**src/rtl/fft_axis_result_streamer.sv**
```systemverilog
// Streams the finished FFT result RAM out as one AXI-Stream frame, optionally
// reading in bit-reversed order so the spectrum leaves in natural order.
module fft_axis_result_streamer #(
  parameter int VLW_WDT      = 32,
  parameter int FFT_MEM_SIZE = 1024,
  parameter int ADDR_WDT     = $clog2(FFT_MEM_SIZE),
  parameter int BIT_REV      = 1
) (
  input  logic                clk,
  input  logic                rst_n,
  input  logic                start_i,
  output logic                busy_o,
  output logic                done_o,
  output logic                overrun_o,
  output logic                mem_rd_en_o,
  output logic [ADDR_WDT-1:0] mem_rd_addr_o,
  input  logic [VLW_WDT-1:0]  mem_rd_data_i,
  output logic [VLW_WDT-1:0]  m_axis_tdata,
  output logic                m_axis_tvalid,
  input  logic                m_axis_tready,
  output logic                m_axis_tlast
);

  typedef enum logic [1:0] {S_IDLE, S_FETCH, S_DRAIN} state_t;

  state_t              r_state, w_state_next;
  logic [ADDR_WDT-1:0] r_rd_idx, r_addr_hold, w_rd_addr;
  logic                r_inflight, r_inflight_last;
  logic [VLW_WDT-1:0]  r_buf_data [2];
  logic [1:0]          r_buf_last;
  logic [1:0]          r_count;
  logic                r_done, r_overrun;
  logic                w_pop, w_push, w_issue, w_rd_last, w_slot;
  logic [2:0]          w_occ;

  generate
    if (BIT_REV != 0) begin : g_rev
      for (genvar gi = 0; gi < ADDR_WDT; gi++) begin : g_bit
        assign w_rd_addr[gi] = r_rd_idx[ADDR_WDT-1-gi];
      end
    end else begin : g_ident
      assign w_rd_addr = r_rd_idx;
    end
  endgenerate

  assign m_axis_tvalid = (r_count != 2'd0);
  assign m_axis_tdata  = r_buf_data[0];
  assign m_axis_tlast  = m_axis_tvalid & r_buf_last[0];
  assign w_pop         = m_axis_tvalid & m_axis_tready;
  assign w_push        = r_inflight;
  // Slots committed after this edge: buffered + in flight, less a same-cycle pop.
  assign w_occ         = {1'b0, r_count} + {2'b00, r_inflight} - {2'b00, w_pop};
  assign w_issue       = (r_state == S_FETCH) && (w_occ < 3'd2);
  assign w_rd_last     = (r_rd_idx == ADDR_WDT'(FFT_MEM_SIZE - 1));
  // Push lands just behind whatever remains at the head after a possible pop.
  assign w_slot        = (r_count == 2'd1) ? ~w_pop : (r_count == 2'd2);

  assign busy_o        = (r_state != S_IDLE);
  assign done_o        = r_done;
  assign overrun_o     = r_overrun;
  assign mem_rd_en_o   = w_issue;
  assign mem_rd_addr_o = w_issue ? w_rd_addr : r_addr_hold;

  always_comb begin
    w_state_next = r_state;
    case (r_state)
      S_IDLE:  if (start_i) w_state_next = S_FETCH;
      S_FETCH: if (w_issue && w_rd_last) w_state_next = S_DRAIN;
      S_DRAIN: if (w_pop && r_buf_last[0]) w_state_next = S_IDLE;
      default: w_state_next = S_IDLE;
    endcase
  end

  always_ff @(posedge clk or negedge rst_n) begin
    if (!rst_n) begin
      r_state         <= S_IDLE;
      r_rd_idx        <= '0;
      r_addr_hold     <= '0;
      r_inflight      <= 1'b0;
      r_inflight_last <= 1'b0;
      r_buf_data[0]   <= '0;
      r_buf_data[1]   <= '0;
      r_buf_last      <= 2'b00;
      r_count         <= 2'd0;
      r_done          <= 1'b0;
      r_overrun       <= 1'b0;
    end else begin
      r_state         <= w_state_next;
      r_done          <= w_pop & r_buf_last[0];
      r_inflight      <= w_issue;
      r_inflight_last <= w_issue & w_rd_last;
      r_count         <= r_count + {1'b0, w_push} - {1'b0, w_pop};
      if (start_i && (r_state != S_IDLE))
        r_overrun <= 1'b1;
      if ((r_state == S_IDLE) && start_i)
        r_rd_idx <= '0;
      else if (w_issue)
        r_rd_idx <= r_rd_idx + 1'b1;
      if (w_issue)
        r_addr_hold <= w_rd_addr;
      if (w_pop) begin
        r_buf_data[0] <= r_buf_data[1];
        r_buf_last[0] <= r_buf_last[1];
      end
      if (w_push) begin
        r_buf_data[w_slot] <= mem_rd_data_i;
        r_buf_last[w_slot] <= r_inflight_last;
      end
    end
  end

endmodule

```
**config.mk**
```make
export PLATFORM = sky130hd
export DESIGN_NAME = fft_axis_result_streamer
export DESIGN_NICKNAME = d
export VERILOG_FILES = /design/src/rtl/fft_axis_result_streamer.sv
export SDC_FILE = /design/constraint.sdc
export NUM_CORES = 1
export LEC_CHECK = 0
export BUFFER_PORTS_ARGS = -buffer_cell sky130_fd_sc_hd__buf_2
export CAP_MARGIN = 30
export CORE_MARGIN = 3
export CORE_UTILIZATION = 38
export DETAILED_ROUTE_END_ITERATION = 10
export PLACE_DENSITY = 0.63
export SETUP_SLACK_MARGIN = 0.5
export SLEW_MARGIN = 20
export SYNTH_ARGS = -nofsm -noshare
export SYNTH_HDL_FRONTEND = slang
export SYNTH_SLANG_ARGS = --single-unit
```
**constraint.sdc**
```tcl
create_clock -name clk -period 2.85 [get_ports clk]
set_clock_uncertainty 0.05 [all_clocks]
set_input_delay 0.4275 -clock clk [delete_from_list [all_inputs] [get_ports clk]]
set_output_delay 0.4275 -clock clk [all_outputs]
set_load 0.01 [all_outputs]
```
==> results.txt <==
The full die area is 13300 µm². The count of final max-slew check failures is 0. The number of nets with antenna violations after routing is 0. The count of placed standard cells including taps came out at 525. The endpoint kind of the worst setup timing path is a primary output. The clock-pin slew of the registers on the worst-case setup and hold paths is 60 ps. Dividing the detail-routed via count by the number of cells gives 5.02. The mean post-synth cell area came out at 13.9 µm². Net switching is 21.1% of the power. The checks that failed: negative setup slack. The worst setup path is of the flip-flop to primary output kind.

The synthesized design contains 94 register bits. The post-route DRC violation count came out at 0. The routability-driven placement congestion ratio is 0.752. The initial core utilization is 39.3%. The insertion delay of the later-clocked pin in the worst-skew pair came out at 340 ps. The routed layout has 2734 vias.

The clock tree buffer depth came out at 2. The first-pass detailed-route iteration total is 4. The path category of the worst min-delay check is input port to asynchronous set/reset pin. The top achievable clock speed is 0.328 GHz.

The initial antenna violation count is 0. The CTS buffer count came out at 9. The total count of hold-check failures in the final report came out at 0. The register area share after synthesis came out at 51.7%. The area of the mapped netlist came out at 4550 µm². The final net count came out at 436.

Setup violations remaining at the end of the flow were counted as 10. The count of different cell masters after synthesis came out at 41. The HPWL reported at the end of detailed placement is 6050 µm. The core footprint is 11600 µm². The via count of the first global-routing pass was 2862. The leakage power summed over all cells is 2.96 nW.

For this run, the leading register cell type out of synthesis is dfrtp_1. The largest vdd supply drop is 0.198 mV. After the first detailed-routing iteration, the DRC count stood at 96. The repair_antennas step left the layout with diodes totalling 0. The top-level port count is 84.

The instance count on the critical path came out at 10. Setup total negative slack on the finished layout was measured at -1760 ps. The number of placement rows came out at 39. The arrival time of data at the critical path endpoint came out at 2570 ps. The signal on the critical path passes through o21ai_4, mux2i_1, ha_1, inv_1, fa_1, xor2_2, nor2_4, buf_12, mux2_4, buf_2.

TritonCTS built the clock tree. Of the total power, the clock network draws 45.4%. The total of max-cap violations is 0. The layout overhead on the synthesized area came out at 21.5%.

The number of warnings printed during yosys synthesis is 0. The H-tree was split into 3 levels. The final routed wirelength across all metal layers came out at 8740 µm. The flow ran to the end, but the final reports show violations.

The worst setup path is launched from a flip-flop. Dividing total power by cell area gives a power density of 464 nW/µm². When the netlist entered floorplanning its net count stood at 367. The share of power burned in combinational logic is 2.6%. The count of flip-flops with a built-in enable after synthesis came out at 0. The count of input and output buffers is 83. The maximum number of pins on one net before global-route repair came out at 40. The maximum fanout along the worst path is 9. The sequential share of power came out at 52.1%. Setup repair after global routing could not meet its margin everywhere. The worst reg-to-reg path cell count is 10. The overall routing resource usage came out at 13.7%. The horizontal die dimension is 115 µm.

The delay contributed by the slowest stage of the critical path came out at 420 ps. The clock sink total is 94. The die height came out at 115 µm. The cell sitting at the root of the clock tree is a clkbuf_16. The internal cell power is 2.02 mW. Summed over all layers, the global routing overflow is 0. The slew of the pin with the lowest slew margin came out at 897 ps. The non-filler instance count after layout came out at 545. The wire length of the first global-routing pass is 14300 µm. Broken down by cell family, the worst path's largest delay share belongs to adder cells.

After layout, the design draws a total of 2.56 mW. For this design, the slowest cell found on the critical path is dfrtp_2. The shortest period the worst path allows is 3040 ps. The relative slew slack is 40.0%. The critical path buffer and inverter count is 3. The instance count of the mapped netlist came out at 328. The final critical path takes up 107% of the cycle.

The data required time at the worst endpoint is 2370 ps. Summed over all nets, the switching power comes to 0.540 mW. The worst path setup slack after routing is -195 ps. After synthesis, the share of flip-flops with an asynchronous set or reset is 100%. The share of cells above drive strength 1 is 61.4%. After detailed routing, the average wire length per cell comes to 16.0 µm.
-- worst paths after layout --
check / start / end / slack [ps]
min in group clk: mem_rd_data_i[9] / m_axis_tdata[9] / 280
setup reg to reg: r_count[0] / r_rd_idx[5] / 340
max in group asynchronous: rst_n / r_buf_data[27] / 2030
hold / removal: rst_n / m_axis_tdata[1] / 10
hold reg to reg: overrun_o / overrun_o / 400
setup / recovery: r_count[0] / mem_rd_addr_o[0] / -190
-- layout make-up --
type / count / area, µm²
Timing Repair Buffer: 105 / 632
Inverter: 4 / 15.0
Tap cell: 143 / 179
Clock inverter: 2 / 15.0
Fill cell: 1026 / 6040
Multi-Input combinational cell: 183 / 2060
Sequential cell: 94 / 2350
Clock buffer: 14 / 274
-- metal layers --
layer / global-route usage, % / wire, µm / vias to the layer above
met5: 0 / 0 / -
met4: 6.57 / 205 / 0
met3: 3.74 / 450 / 14
met2: 21.7 / 3990 / 73
met1: 17.5 / 4100 / 1382
li1: - / - / 1265
-- state kept, by name, summed over array words and instances, names as in the netlist --
| register | cells |
|---|---|
| done_o | 1 |
| m_axis_tdata | 32 |
| overrun_o | 1 |
| r_addr_hold | 10 |
| r_buf_data | 32 |
| r_buf_last | 2 |
| r_count | 2 |
| r_inflight | 1 |
| r_inflight_last | 1 |
| r_rd_idx | 10 |
| r_state | 2 |
-- repair_timing --
action,CTS,global route
pin swaps,1,1
hold buffers,0,0
setup endpoints to repair,39,45
gates resized for setup,11,21
buffers inserted,2,2
-- worst reg2reg max path, cell delays in order, from the launching register on --
cell and delay, ps:
dfrtp_2 420, o21ai_4 80, mux2i_1 140, ha_1 160, inv_1 50, fa_1 500
buf_4 120, nand4b_1 130, buf_6 150, or4_1 480, a21oi_2 160
-- layout by cell type, fill, tap and decap left out, types with 3 or more instances in the layout --
master | synthesis | layout
dfrtp_1 | 94 | 93
buf_2 | 6 | 82
mux2_2 | 78 | 56
mux2_4 | 30 | 52
buf_4 | 32 | 17
nand2_1 | 10 | 10
clkbuf_16 | 0 | 9
mux2i_1 | 8 | 8
nand3_1 | 5 | 5
nor4_4 | 0 | 5
inv_1 | 4 | 4
nand4_1 | 4 | 4
nand2b_1 | 4 | 4
o21ai_0 | 5 | 3
clkbuf_8 | 0 | 3
buf_12 | 0 | 3
buf_6 | 6 | 3
-- synth_stat cells, types with 5 or more instances --
cell / count / area share [%]
nand2_1: 10 / 0.83
buf_6: 6 / 1.5
mux2i_1: 8 / 1.8
buf_2: 6 / 0.66
dfrtp_1: 94 / 52
mux2_2: 78 / 19
nand3_1: 5 / 0.55
mux2_4: 30 / 9.9
nor4_1: 5 / 0.69
o21ai_0: 5 / 0.55
buf_4: 32 / 5.3
-- per-stage QoR --
| step | hold WS (ps) | setup slack (ps) | util [%] | instance area (µm²) |
|---|---|---|---|---|
| final | 12.9 | -195 | 47.8 | 5530 |
| after global routing | 54.4 | -333 | 47.8 | 5530 |
| after CTS | 34.8 | -230 | 46.9 | 5430 |
| after detailed placement | 398 | -6.15 | 43.8 | 5060 |
| after global placement | 385 | 28.5 | 43.8 | 5060 |
| after floorplan | 81.9 | -77.0 | - | 4660 |
-- power groups by stage --
stage               logic [mW]  registers (mW)  clock network [mW]
floorplan              0.00223            1.36                   0
global placement        0.0668            1.36                   0
detailed placement      0.0685            1.36                   0
CTS                     0.0688            1.33                1.19
global route            0.0760            1.33                1.25
finish                  0.0659            1.33                1.16
-- cell families after synthesis --
kind of cell,Yosys count,synth area share [%]
and+or+nand+nor,46,5.78
buffers and inverters,51,8.01
xor gates and xnor gates,2,0.385
DFF,94,51.7
muxes,116,31.0
adders and majority gates,3,0.991
AOI/OAI and AO/OA,16,2.12
No activity file was read; power rests on OpenSTA's default activity.
